[src/rtl/alu_seq.sv]
// Sequential ALU with a valid/ready front end, registered result and flags,
// and a one-bit-per-cycle shift-add multiplier for MUL.
module alu_seq #(
  parameter int WIDTH = 8
) (
  input  logic             clk,
  input  logic             rst_n,
  input  logic             in_valid,
  output logic             in_ready,
  input  logic [WIDTH-1:0] a,
  input  logic [WIDTH-1:0] b,
  input  logic [2:0]       opcode,
  output logic             out_valid,
  input  logic             out_ready,
  output logic [WIDTH-1:0] result,
  output logic             zero,
  output logic             carry,
  output logic             overflow,
  output logic             negative
);

  localparam int SHW = $clog2(WIDTH);
  localparam int CW  = SHW + 1;

  localparam logic [2:0] OP_ADD = 3'b000;
  localparam logic [2:0] OP_SUB = 3'b001;
  localparam logic [2:0] OP_AND = 3'b010;
  localparam logic [2:0] OP_OR  = 3'b011;
  localparam logic [2:0] OP_XOR = 3'b100;
  localparam logic [2:0] OP_SLL = 3'b101;
  localparam logic [2:0] OP_SRL = 3'b110;
  localparam logic [2:0] OP_MUL = 3'b111;

  typedef enum logic [1:0] {
    IDLE = 2'b00,
    BUSY = 2'b01,
    DONE = 2'b10
  } state_t;

  typedef struct packed {
    logic [WIDTH-1:0] res;
    logic             cy;
    logic             ov;
  } alu_t;

  // Single-cycle operations. Overflow uses a sign-extended (WIDTH+1)-bit sum:
  // the top two bits disagree exactly when the signed result does not fit.
  function automatic alu_t alu_eval(input logic [2:0] op,
                                    input logic signed [WIDTH-1:0] x,
                                    input logic signed [WIDTH-1:0] y);
    alu_t                    r;
    logic [WIDTH:0]          uext;
    logic signed [WIDTH:0]   sext;
    logic [2*WIDTH-1:0]      wide;
    logic [SHW-1:0]          sh;
    r    = '0;
    uext = '0;
    sext = '0;
    wide = '0;
    sh   = y[SHW-1:0];
    case (op)
      OP_ADD: begin
        uext  = {1'b0, x} + {1'b0, y};
        sext  = $signed({x[WIDTH-1], x}) + $signed({y[WIDTH-1], y});
        r.res = uext[WIDTH-1:0];
        r.cy  = uext[WIDTH];
        r.ov  = sext[WIDTH] ^ sext[WIDTH-1];
      end
      OP_SUB: begin
        uext  = {1'b0, x} - {1'b0, y};
        sext  = $signed({x[WIDTH-1], x}) - $signed({y[WIDTH-1], y});
        r.res = uext[WIDTH-1:0];
        r.cy  = uext[WIDTH];
        r.ov  = sext[WIDTH] ^ sext[WIDTH-1];
      end
      OP_AND: r.res = x & y;
      OP_OR:  r.res = x | y;
      OP_XOR: r.res = x ^ y;
      OP_SLL: begin
        // The last bit pushed past the MSB lands at position WIDTH.
        wide  = {{WIDTH{1'b0}}, x} << sh;
        r.res = wide[WIDTH-1:0];
        r.cy  = wide[WIDTH];
      end
      OP_SRL: begin
        wide  = {x, {WIDTH{1'b0}}} >> sh;
        r.res = wide[2*WIDTH-1:WIDTH];
        r.cy  = wide[WIDTH-1];
      end
      default: r = '0;
    endcase
    return r;
  endfunction

  function automatic logic is_zero(input logic [WIDTH-1:0] v);
    return (v == '0);
  endfunction

  state_t             state;
  state_t             state_nxt;
  logic               accept;
  alu_t               alu_r;

  logic [2*WIDTH-1:0] mcand_p1;
  logic [WIDTH-1:0]   mplier_p1;
  logic [2*WIDTH-1:0] acc_p1;
  logic [CW-1:0]      cnt_p1;
  logic               mul_last;
  logic [2*WIDTH-1:0] acc_step;

  assign alu_r    = alu_eval(opcode, a, b);
  assign mul_last = (cnt_p1 == CW'(WIDTH));
  assign acc_step = mplier_p1[0] ? (acc_p1 + mcand_p1) : acc_p1;

  always_comb begin
    state_nxt = state;
    in_ready  = 1'b0;
    out_valid = 1'b0;
    case (state)
      IDLE: begin
        in_ready = 1'b1;
        if (in_valid) begin
          state_nxt = (opcode == OP_MUL) ? BUSY : DONE;
        end
      end
      BUSY: begin
        if (mul_last) begin
          state_nxt = DONE;
        end
      end
      DONE: begin
        out_valid = 1'b1;
        in_ready  = out_ready;
        if (out_ready) begin
          if (in_valid) begin
            state_nxt = (opcode == OP_MUL) ? BUSY : DONE;
          end else begin
            state_nxt = IDLE;
          end
        end
      end
      default: state_nxt = IDLE;
    endcase
  end

  assign accept = in_valid && in_ready;

  always_ff @(posedge clk or negedge rst_n) begin
    if (!rst_n) begin
      state <= IDLE;
    end else begin
      state <= state_nxt;
    end
  end

  // p1: multiplier engine, one multiplier bit per BUSY cycle, LSB first.
  // The extra BUSY cycle with cnt == WIDTH hands the product to the output.
  always_ff @(posedge clk or negedge rst_n) begin
    if (!rst_n) begin
      mcand_p1  <= '0;
      mplier_p1 <= '0;
      acc_p1    <= '0;
      cnt_p1    <= '0;
    end else if (accept && (opcode == OP_MUL)) begin
      mcand_p1  <= {{WIDTH{1'b0}}, a};
      mplier_p1 <= b;
      acc_p1    <= '0;
      cnt_p1    <= '0;
    end else if ((state == BUSY) && !mul_last) begin
      acc_p1    <= acc_step;
      mcand_p1  <= mcand_p1 << 1;
      mplier_p1 <= mplier_p1 >> 1;
      cnt_p1    <= cnt_p1 + CW'(1);
    end
  end

  // p2: result/flag register, written only when a new result enters DONE.
  always_ff @(posedge clk or negedge rst_n) begin
    if (!rst_n) begin
      result   <= '0;
      zero     <= 1'b0;
      carry    <= 1'b0;
      overflow <= 1'b0;
      negative <= 1'b0;
    end else if (accept && (opcode != OP_MUL)) begin
      result   <= alu_r.res;
      zero     <= is_zero(alu_r.res);
      carry    <= alu_r.cy;
      overflow <= alu_r.ov;
      negative <= alu_r.res[WIDTH-1];
    end else if ((state == BUSY) && mul_last) begin
      result   <= acc_p1[WIDTH-1:0];
      zero     <= is_zero(acc_p1[WIDTH-1:0]);
      carry    <= |acc_p1[2*WIDTH-1:WIDTH];
      overflow <= 1'b0;
      negative <= acc_p1[WIDTH-1];
    end
  end

endmodule

[config.mk]
export PLATFORM = sky130hd
export DESIGN_NAME = alu_seq
export DESIGN_NICKNAME = d
export VERILOG_FILES = /design/src/rtl/alu_seq.sv
export SDC_FILE = /design/constraint.sdc
export NUM_CORES = 1
export LEC_CHECK = 0
export CAP_MARGIN = 5
export CORE_MARGIN = 5
export CORE_UTILIZATION = 45
export DETAILED_ROUTE_END_ITERATION = 8
export SLEW_MARGIN = 20
export SYNTH_ARGS = -nofsm -noshare
export SYNTH_HDL_FRONTEND = slang
export SYNTH_SLANG_ARGS = --single-unit
[constraint.sdc]
create_clock -name clk -period 7.8 [get_ports clk]
set_input_delay 1.56 -clock clk [delete_from_list [all_inputs] [get_ports clk]]
set_output_delay 1.56 -clock clk [all_outputs]
set_load 0.01 [all_outputs]
=== Yosys cells after proc, flatten, opt, wreduce, memory -nomap -nowiden ===
Cells that the tools add are included.
W data, S select, Z words.

* Latch bits: 0
* ROM bits: 0
* RAM bits: 0
* Flip-flop bits (word level): 58
* Logic and storage cells: 83
* Input port bits: 23
* Memories kept: 0

* Multiplexer cells: 30
* Order comparisons: 0
* Div/mod/pow operators: 0
* Add/sub/neg operators: 6
* Shift operators: 2
* Reduce and logical (&&, ||, !) cells: 16
* Bitwise gates (word level): 5
* Eq/ne operators: 14
* Multiply operators: 0

{| class="wikitable"
|+ Operator list
! cell !! number
|-
| $mux W16 || 5
|-
| $pmux W8 S7 || 1
|-
| $mux W8 || 4
|-
| $add A8 B8 Y9 || 2
|-
| $sub A8 B8 Y9 || 2
|-
| $add A16 B16 Y16 || 1
|-
| $logic_not A8 Y1 || 2
|-
| $shr A16 B3 Y16 || 1
|-
| $eq A3 B3 Y1 const B || 4
|-
| $mux W2 || 5
|-
| $mux W1 || 9
|-
| $shl A8 B3 Y9 || 1
|-
| $and A8 B8 Y8 || 1
|-
| $mux W4 || 2
|-
| $or A8 B8 Y8 || 1
|-
| $reduce_or A8 Y1 || 1
|-
| $xor A8 B8 Y8 || 1
|-
| $eq A3 B2 Y1 const B || 2
|-
| $ne A2 B2 Y1 const B || 3
|-
| $pmux W2 S3 || 1
|-
| $reduce_bool A2 Y1 || 3
|-
| $logic_and A1 B1 Y1 || 5
|-
| $add A4 B1 Y4 const B || 1
|-
| $eq A4 B4 Y1 const B || 1
|-
| other kinds (12) || 14
|}

=== Longest topological paths before layout ===
Gate-level depths: netlist (run 1).

* Depth in word-level cells: 6
* Mapped depth: 12

=== Worst setup path after synthesis (run 1) ===
No wires, ideal clock.

* Kind: in2reg
* Start: in b[1]
* End: reg overflow
* Stages: 11
* Path slack: 3.762 ns
* Buffers on the path: 1
* Data arrival time: 3.917 ns
* Path through: clkbuf_1 inv_1 ha_1 o21ba_2 o21ai_0 a2111oi_0 nor2_1 xnor2_1 or3_1 a32o_1 a22o_1

* Cells in the longest elaborated chain, start to end: 4
* Elaborated cells between the ends (all ways): 6
* Those cells by class: 2 x add/sub; 2 x mux; 2 x bitwise

{| class="wikitable"
|+ Ends and longest elaborated chain
! item !! RTL line !! RTL
|-
| from (decl) || 11 || <nowiki>input logic [WIDTH-1:0] b,</nowiki>
|-
| $sub A8 B8 Y9 or $add A8 B8 Y9 (tied branches) || 71, 64 ||
|-
| $xor A1 B1 Y1 (on tied branches) || 74, 67 ||
|-
| $pmux W1 S2 * || 61 || <nowiki>case (op)</nowiki>
|-
| $mux W1 * || 185 || <nowiki>end else if (accept && (opcode != OP_MUL)) begin</nowiki>
|-
| to (signal assigned) || 189 || <nowiki>overflow <= alu_r.ov;</nowiki>
|-
| to (decl) || 18 || <nowiki>output logic overflow,</nowiki>
|}

Every way passes the cells marked *; elsewhere a longest branch is shown, timed or not.
A chain may end at the register's enable or synchronous reset.

=== Worst setup path after layout (run 1) ===
* Start: in b[2]
* End: reg result[7]

* Cells in the longest elaborated chain, start to end: 3
* Elaborated cells between the ends (all ways): 6
* Those cells by class: 2 x add/sub; 2 x shift; 2 x mux

{| class="wikitable"
|+ Ends and longest elaborated chain
! item !! RTL line !! RTL
|-
| $sub A8 B8 Y9, or another cell as far along || 70 || <nowiki>uext = {1'b0, x} - {1'b0, y};</nowiki>
|-
| $pmux W8 S7 * || 61 ||
|-
| $mux W8 * || 185 ||
|-
| to (signal assigned) || 186 || <nowiki>result <= alu_r.res;</nowiki>
|-
| to (signal assigned) || 192 || <nowiki>result <= acc_p1[WIDTH-1:0];</nowiki>
|-
| to (decl) || 15 || <nowiki>output logic [WIDTH-1:0] result,</nowiki>
|}

Marked as above.

==> impl_metrics.env, run 1 <==
export IMPL_p_leak_nw=2.48
export IMPL_grt_pass1_wl_microns=22100
export IMPL_place_port_buffers=36
export IMPL_place_ws_ns=2.78
export IMPL_async_flop_share=1.00
export IMPL_nFillCells=959
export IMPL_avgSynthCellArea_sq_um=8.22
export IMPL_synth_area_leaders="dfrtp_1, ha_1, nand2_1"
export IMPL_grt_use_total=0.217
export IMPL_post_cts_buffers=0
export IMPL_fmax_mhz=210
export IMPL_place_inst=727
export IMPL_slew_viol_final=0
export IMPL_yosysWarnings=0
export IMPL_path_clk_slew_ns=0.06
export IMPL_min_period_ns=4.76
export IMPL_synth_cells=581
export IMPL_setup_ws_ns=3.04
export IMPL_die_area_sq_mm=0.0128
export IMPL_fin_area_sq_mm=0.00546
export IMPL_finalSetupTns_ns=0
export IMPL_outcome="finished, final reports clean"
export IMPL_htreeDepth=3
export IMPL_clkSinkCount=57
export IMPL_place_congestion=1.00
export IMPL_syn_to_final_growth_pct=14.3
export IMPL_remaining_drc_errors=0
export IMPL_ys_types=63
export IMPL_diodes=0
export IMPL_finalSetupViolations=0
export IMPL_cts_hold_buf=0
export IMPL_clk_latency_ns=0.34
export IMPL_avgRoutedWirePerCell_microns=18.3
export IMPL_grt_setup_unrepaired="false"
export IMPL_grt_pass1_vias=4137
export IMPL_grt_max_degree=58
export IMPL_synth_most_common_cell="nand2_1"
export IMPL_rows=37
export IMPL_grt_overflow=0
export IMPL_utilization=0.528
export IMPL_start_util=0.462
export IMPL_critPathMaxFanout=15
export IMPL_synth_fp_nets=649
export IMPL_clock_skew_ns=0.00809
export IMPL_grt_antenna_before_repair=0
export IMPL_ys_ff_latch=57
export IMPL_cts_resized=0
export IMPL_io_pins=37
export IMPL_dieWidth_microns=113
export IMPL_drtIter0Drc=395
export IMPL_ant_nets=0
export IMPL_p_per_area_mw_per_mm2=279
export IMPL_hold_path_class="flip-flop to flip-flop"
export IMPL_synth_common_cells="nand2_1, dfrtp_1, nor2_1, a21oi_1"
export IMPL_drt_pre_antenna_iters=5
export IMPL_syn_area_sq_mm=0.00477
export IMPL_r2r_slack_ns=4.34
export IMPL_cts_root_buf="clkbuf_8"
export IMPL_ir_drop_mv=0.197
export IMPL_yosysTopAreaCell="dfrtp_1"
export IMPL_clk_path_buf_depth=2
export IMPL_setup_worst_path_end_class="flip-flop"
export IMPL_max_cap_violations=0
export IMPL_final_nets=670
export IMPL_drt_wl_total_microns=13600
export IMPL_synth_top_cell_area_share=0.299
export IMPL_synth_edff_count=0
export IMPL_maxSlewHeadroom=0.413
export IMPL_crit_type="primary input to flip-flop"
export IMPL_critPathRequiredTime_ns=8.01
export IMPL_cts_buffers=9
export IMPL_drive_gt1_frac=0.0725
export IMPL_cts_tree="yes"
export IMPL_placed_area_sq_mm=0.00522
export IMPL_via_per_inst=5.94
export IMPL_die_h_microns=113
export IMPL_worst_pin_slew_ns=0.869
export IMPL_num_vias=4415
export IMPL_period_share=0.611
export IMPL_finalHoldViolCount=0
export IMPL_yosysSeqAreaShare=0.299
export IMPL_stdcell_count=743
export IMPL_synthFlopType="dfrtp_1"
export IMPL_hpwl_microns=10200
export IMPL_arrival_ns=4.97
export IMPL_fp_coreArea_sq_mm=0.0103
export IMPL_startpoint_type="primary input"
[kinds of logic (layout without fill, tap and decap cells)]
group           after synthesis  count (layout)  share of synthesized area
mux                          17              17                     0.0540
buf+inv                      58              84                     0.0493
simple gates                209             209                      0.197
compound gates              172             172                      0.237
flops                        57              57                      0.299
fa+ha+maj                    45              45                      0.123
xor+xnor                     23              23                     0.0422
[stage by stage]
| stage | total power, mW | hold slack, ns |
|---|---|---|
| 6_report | 1.52 | 0.475 |
| 5_1_grt | 1.66 | 0.507 |
| 4_1_cts | 1.54 | 0.483 |
| 3_5_place_dp | 1.20 | 0.469 |
| 3_3_place_gp | 1.19 | 0.463 |
| 2_1_floorplan | 0.985 | 0.450 |
[metal layers]
| layer | wire length (microns) | up-vias | global-route usage |
|---|---|---|---|
| li1 | - | 2121 | - |
| met1 | 6220 | 2114 | 0.299 |
| met2 | 6260 | 161 | 0.351 |
| met3 | 830 | 19 | 0.0385 |
| met4 | 301 | 0 | 0.0593 |
| met5 | 0 | - | 0 |
[critical path, stage by stage]
cell	delay, ns
clkdlybuf4s50_1	0.76
clkinv_1	0.35
ha_1	0.48
and3_1	0.23
a2111o_1	0.44
a21o_1	0.23
a21oi_4	0.18
xnor2_1	0.09
a221o_1	0.40
mux2i_1	0.15
o21ai_0	0.09
[final cells by class]
cell class / count / area [sq um] / area share
Sequential cell: 57 / 1430 / 0.261
Clock inverter: 4 / 73.8 / 0.0135
Timing Repair Buffer: 42 / 400 / 0.0734
Clock buffer: 12 / 165 / 0.0303
Inverter: 26 / 97.6 / 0.0179
Multi-Input combinational cell: 466 / 3120 / 0.572
Tap cell: 136 / 170 / 0.0312
[where the power goes]
group	leakage (nW)	internal (mW)	total (mW)	switching (mW)
combinational	1.62	0.306	0.656	0.351
sequential	0.733	0.423	0.539	0.115
clock	0.123	0.206	0.329	0.123
total	2.48	0.935	1.52	0.589
[worst paths after layout]
| path | start | endpoint | cells after the start |
|---|---|---|---|
| worst max-delay path | b[2] | result[7]$_DFFE_PN0P_ | 11 |
| worst min-delay path | result[0]$_DFFE_PN0P_ | result[0]$_DFFE_PN0P_ | 2 |
| worst max register to register | mcand_p1[0]$_DFFE_PN0P_ | acc_p1[12]$_DFFE_PN0P_ | 10 |
| worst min register to register | result[0]$_DFFE_PN0P_ | result[0]$_DFFE_PN0P_ | 2 |
| max in group asynchronous | rst_n | acc_p1[10]$_DFFE_PN0P_ | 2 |
| min in group asynchronous | rst_n | carry$_DFFE_PN0P_ | 2 |
[cells in the final DEF, fill, tap and decap left out, drive strengths merged, types with 11 or more instances in the layout]
cell / instances
clkbuf: 12
clkdlybuf4s50: 35
nand2: 82
ha: 42
nor2: 54
inv: 25
a21oi: 44
dfrtp: 57
o21ai: 43
nand2b: 11
xor2: 13
nand3: 20
[sequential cells by signal (all words and copies together) (netlist names)]
register / flops
carry: 1
zero: 1
cnt_p1: 4
overflow: 1
mcand_p1: 16
result: 8
acc_p1: 16
mplier_p1: 8
state: 2
No activity file was read; power rests on OpenSTA's default activity.
==> run 2, diff against run 1 <==
PLACE_DENSITY = 0.67   (was not set)
clock period = 4 ns   (was 7.8 ns; I/O delays follow)
==> run 2 against run 1 <==
Compared with the run above: worst setup slack got worse by 2.6 ns; non-clock buffer count rose by 19; die area stayed put; total power increased by 87%; worst hold slack improved by 0.014 ns; first-iteration DRC count up 4.6%; combinational power is 100% higher; sequential share of layout area shrank 0.34 points; via count increased by 1.8%; wire length grew 4.5%; clock skew grew 0.0013 ns; largest cell class unchanged.
==> impl_metrics.env, run 2 (same netlist as run 1, synthesis figures left out) <==
export IMPL_die_area_sq_mm=0.0128
export IMPL_cts_hold_buf=0
export IMPL_drive_gt1_frac=0.0962
export IMPL_cts_buffers=9
export IMPL_clock_skew_ns=0.00937
export IMPL_critical_path_cell_chain="clkdlybuf4s50_1, inv_1, ha_1, fa_1, o21ba_2, o21ai_1, a21oi_1, o21bai_1, a2111oi_0, or3_1, a32o_1, a22o_1"
export IMPL_largestRegisters="acc_p1: 16 flops, mcand_p1: 16 flops"
export IMPL_ant_nets=0
export IMPL_cp_buffers_inverters=2
export IMPL_cts_root_buf="clkbuf_8"
export IMPL_worst_pin_slew_ns=0.888
export IMPL_arrival_ns=3.77
export IMPL_cpLargestDelayFamily="compound AO/OA/AOI/OAI gates"
export IMPL_max_cap_violations=0
export IMPL_critPathMaxFanout=4
export IMPL_cts_resized=0
export IMPL_num_vias=4493
export IMPL_final_nets=689
export IMPL_place_congestion=1.00
export IMPL_clk_path_buf_depth=2
export IMPL_finalSetupViolations=0
export IMPL_grt_antenna_before_repair=0
export IMPL_place_port_buffers=36
export IMPL_grt_use_total=0.228
export IMPL_outcome="finished, final reports clean"
export IMPL_hpwl_microns=10900
export IMPL_crit_slowest_cell="clkdlybuf4s50_1"
export IMPL_remaining_drc_errors=0
export IMPL_start_util=0.462
export IMPL_finalHoldViolCount=0
export IMPL_clk_latency_ns=0.33
export IMPL_io_pins=37
export IMPL_rows=37
export IMPL_finalSetupTns_ns=0
export IMPL_via_per_inst=5.91
export IMPL_drt_wl_total_microns=14200
export IMPL_slew_viol_final=0
export IMPL_drtIter0Drc=413
export IMPL_ir_drop_mv=0.369
export IMPL_grt_max_degree=34
export IMPL_crit_path_max_incr_delay_ns=0.47
export IMPL_grt_pass1_wl_microns=23200
export IMPL_hold_path_class="flip-flop to flip-flop"
export IMPL_grt_pass1_vias=4371
export IMPL_period_share=0.887
export IMPL_avgRoutedWirePerCell_microns=18.7
export IMPL_drt_pre_antenna_iters=7
export IMPL_fp_coreArea_sq_mm=0.0103
export IMPL_grt_overflow=0
export IMPL_final_common_cell="nand2_1"
export IMPL_startpoint_type="primary input"
export IMPL_clkSinkCount=57
export IMPL_diodes=0
export IMPL_fmax_mhz=282
export IMPL_finalPower_mw=2.86
export IMPL_layout_common_cells="nand2_1, dfrtp_1, nor2_1"
export IMPL_critPathRequiredTime_ns=4.22
export IMPL_grt_setup_unrepaired="false"
export IMPL_setup_worst_path_end_class="flip-flop"
export IMPL_maxSlewHeadroom=0.407
export IMPL_min_period_ns=3.55
export IMPL_post_cts_buffers=0
export IMPL_die_h_microns=113
export IMPL_crit_type="primary input to flip-flop"
export IMPL_p_leak_nw=2.53
export IMPL_p_per_area_mw_per_mm2=517
export IMPL_htreeDepth=3
export IMPL_cts_tree="yes"
export IMPL_path_clk_slew_ns=0.06
export IMPL_dieWidth_microns=113
export IMPL_syn_to_final_growth_pct=15.7
[run 2: cell types whose count changed in the layout (fill, tap and decap cells not counted)]
cell        previous run  this run
buf_4                  6        25
clkinvlp_4             0         1
bufinv_16              2         0
or3_2                  1         0
clkinv_4               1         0
clkbuf_8              12        11
clkinv_2               1         2
or3_1                  3         4
[run 2: worst paths after layout]
kind,cells past startpoint,end,startpoint,slack (ns)
worst max register to register,10,acc_p1[12]$_DFFE_PN0P_,mcand_p1[0]$_DFFE_PN0P_,0.53
worst min register to register,1,acc_p1[15]$_DFFE_PN0P_,acc_p1[15]$_DFFE_PN0P_,0.49
max in group asynchronous,2,state[0]$_DFFE_PN0P_,rst_n,2.65
worst max-delay path,12,overflow$_DFFE_PN0P_,a[0],0.45
worst min-delay path,1,acc_p1[15]$_DFFE_PN0P_,acc_p1[15]$_DFFE_PN0P_,0.49
min in group asynchronous,1,mcand_p1[8]$_DFFE_PN0P_,rst_n,0.53
[run 2: per-stage QoR]
step                      area [sq um]  hold WS [ns]  setup slack, ns  utilization  cells
after global routing              5530         0.517            0.278        0.535    760
after global placement            5360         0.469            0.176        0.519    746
after floorplan                   4770         0.450            0.722            -    581
final                             5530         0.489            0.450        0.535    760
after detailed placement          5360         0.479            0.158        0.519    746
after CTS                         5530         0.493            0.500        0.535    760
[run 2: final cells by class]
cell class              instances  area [sq um]
clock buffers                  11           151
clock inverters                 3          17.5
fillers                       976          4800
inverters                      26          97.6
multi-input cells             466          3120
flip-flops and latches         57          1430
well taps                     136           170
repair buffers                 61           543
[run 2: report_power, final]
group | internal (mW) | switching, mW | total, mW
registers | 0.826 | 0.229 | 1.05
logic | 0.612 | 0.708 | 1.32
clock network | 0.249 | 0.232 | 0.481
[run 2: metal layers]
| metal | vias to the layer above | wire [microns] | track usage |
|---|---|---|---|
| met4 | 0 | 295 | 0.0633 |
| met1 | 2164 | 6770 | 0.327 |
| met2 | 154 | 6350 | 0.350 |
| met3 | 14 | 822 | 0.0492 |
| met5 | - | 0 | 0 |
| li1 | 2161 | - | - |
==> run 3, diff against run 2 <==
CORE_MARGIN = not set   (was 5)
SETUP_SLACK_MARGIN = 0.1   (was not set)
==> run 3 against run 2 <==
Compared with the run above: sequential cell count is the same; worst hold slack lost 0.059 ns; count of clock-buffer cells in the layout shrank 1.
==> impl_metrics.env, run 3 (same netlist as run 1, synthesis figures left out) <==
export IMPL_outcome="finished, final reports clean"
export IMPL_layout_common_cells="nand2_1, dfrtp_1, nor2_1"
export IMPL_combPwrFrac=0.450
export IMPL_max_cap_violations=0
export IMPL_start_util=0.462
export IMPL_place_port_buffers=36
export IMPL_dieWidth_microns=105
export IMPL_clkPwrFrac=0.193
export IMPL_p_leak_nw=2.54
export IMPL_drt_wl_total_microns=13800
export IMPL_grt_antenna_before_repair=0
export IMPL_clock_skew_ns=0.0114
export IMPL_fp_coreArea_sq_mm=0.0103
export IMPL_whs_ns=0.430
export IMPL_p_per_area_mw_per_mm2=529
export IMPL_grt_max_degree=35
export IMPL_post_cts_buffers=0
export IMPL_rows=37
export IMPL_finalHoldViolCount=0
export IMPL_die_area_sq_mm=0.0110
export IMPL_setup_worst_path_end_class="flip-flop"
export IMPL_maxSlewHeadroom=0.398
export IMPL_switching_share=0.408
export IMPL_final_nets=689
export IMPL_period_share=0.889
export IMPL_crit_type="primary input to flip-flop"
export IMPL_die_h_microns=105
export IMPL_cts_hold_buf=0
export IMPL_startpoint_type="primary input"
export IMPL_num_vias=4434
export IMPL_min_period_ns=3.56
export IMPL_fmax_mhz=281
export IMPL_io_pins=37
export IMPL_critPathRequiredTime_ns=4.24
export IMPL_remaining_drc_errors=0
export IMPL_via_per_inst=5.82
export IMPL_final_common_cell="nand2_1"
export IMPL_grt_use_total=0.263
export IMPL_path_clk_slew_ns=0.07
export IMPL_syn_to_final_growth_pct=16.5
export IMPL_fin_area_sq_mm=0.00556
export IMPL_slew_viol_final=0
export IMPL_net_switching_power_mw=1.20
export IMPL_ant_nets=0
export IMPL_p_int_mw=1.74
export IMPL_finalSetupViolations=0
export IMPL_grt_pass1_vias=4397
export IMPL_hpwl_microns=10300
export IMPL_largestRegisters="acc_p1: 16 flops, mcand_p1: 16 flops"
export IMPL_diodes=0
export IMPL_arrival_ns=3.79
export IMPL_place_congestion=0.944
export IMPL_hold_path_class="primary input to async pin"
export IMPL_grt_pass1_wl_microns=22600
export IMPL_clk_path_buf_depth=2
export IMPL_clkSinkCount=57
export IMPL_finalSetupTns_ns=0
export IMPL_ir_drop_mv=0.323
export IMPL_drive_gt1_frac=0.101
export IMPL_top_usage_layer="met2"
export IMPL_grt_util_met3=0.0530
export IMPL_critPathMaxFanout=4
export IMPL_grt_overflow=0
export IMPL_drt_pre_antenna_iters=5
export IMPL_utilization=0.539
export IMPL_cts_resized=0
export IMPL_cts_buffers=9
export IMPL_placed_area_sq_mm=0.00536
export IMPL_grt_util_met2=0.416
export IMPL_clk_latency_ns=0.35
export IMPL_use_met1=0.348
export IMPL_worst_pin_slew_ns=0.897
export IMPL_avgRoutedWirePerCell_microns=18.1
export IMPL_htreeDepth=3
export IMPL_drtIter0Drc=335
export IMPL_cts_tree="yes"
export IMPL_grt_setup_unrepaired="false"
export IMPL_cts_root_buf="clkbuf_8"
export IMPL_p_seq_frac=0.357
-- run 3: worst max-delay path, cell delays in order --
cell and delay [ns]:
clkdlybuf4s50_1 0.47, inv_1 0.07, ha_1 0.23, fa_1 0.43, o21ba_2 0.22, o21ai_1 0.21
a21oi_1 0.12, o21bai_1 0.29, a2111oi_0 0.17, or3_1 0.33, a32o_1 0.26, a22o_1 0.19
-- run 3: cell type report --
| class | instances | area, sq um |
|---|---|---|
| fillers | 945 | 4760 |
| multi-input cells | 466 | 3120 |
| flip-flops and latches | 57 | 1430 |
| repair buffers | 61 | 543 |
| well taps | 136 | 170 |
| clock buffers | 10 | 138 |
| inverters | 26 | 97.6 |
| clock inverters | 6 | 66.3 |
-- run 3: final timing paths --
path / slack, ns / to / start / depth (start not counted)
max in group asynchronous: 2.72 / mcand_p1[3]$_DFFE_PN0P_ / rst_n / 2
max: 0.44 / overflow$_DFFE_PN0P_ / a[0] / 12
min reg2reg: 0.48 / result[6]$_DFFE_PN0P_ / result[6]$_DFFE_PN0P_ / 2
min: 0.43 / state[1]$_DFFE_PN0P_ / rst_n / 1
max reg2reg: 0.97 / acc_p1[12]$_DFFE_PN0P_ / mcand_p1[0]$_DFFE_PN0P_ / 11
min in group clk: 0.48 / result[6]$_DFFE_PN0P_ / result[6]$_DFFE_PN0P_ / 2
-- run 3: through the flow --
stage	cells	total power [mW]	worst slack (ns)
after global placement	746	2.32	0.186
after floorplan	581	1.92	0.722
after CTS	762	2.94	0.506
final	762	2.94	0.445
after detailed placement	746	2.36	0.139
after global routing	762	3.17	0.294
-- run 3: routing by layer --
| layer | part of all wire | vias to the layer above | wire, microns |
|---|---|---|---|
| li1 | - | 2162 | - |
| met1 | 0.45 | 2110 | 6190 |
| met2 | 0.45 | 133 | 6280 |
| met3 | 0.063 | 29 | 868 |
| met4 | 0.035 | 0 | 479 |
| met5 | 0 | - | 0 |
-- run 3: power groups by stage --
stage | clock [mW] | combinational [mW] | sequential (mW)
6_report | 0.569 | 1.32 | 1.05
5_1_grt | 0.602 | 1.48 | 1.09
4_1_cts | 0.580 | 1.31 | 1.05
3_5_place_dp | 0 | 1.30 | 1.06
3_3_place_gp | 0 | 1.27 | 1.05
2_1_floorplan | 0 | 0.910 | 1.01
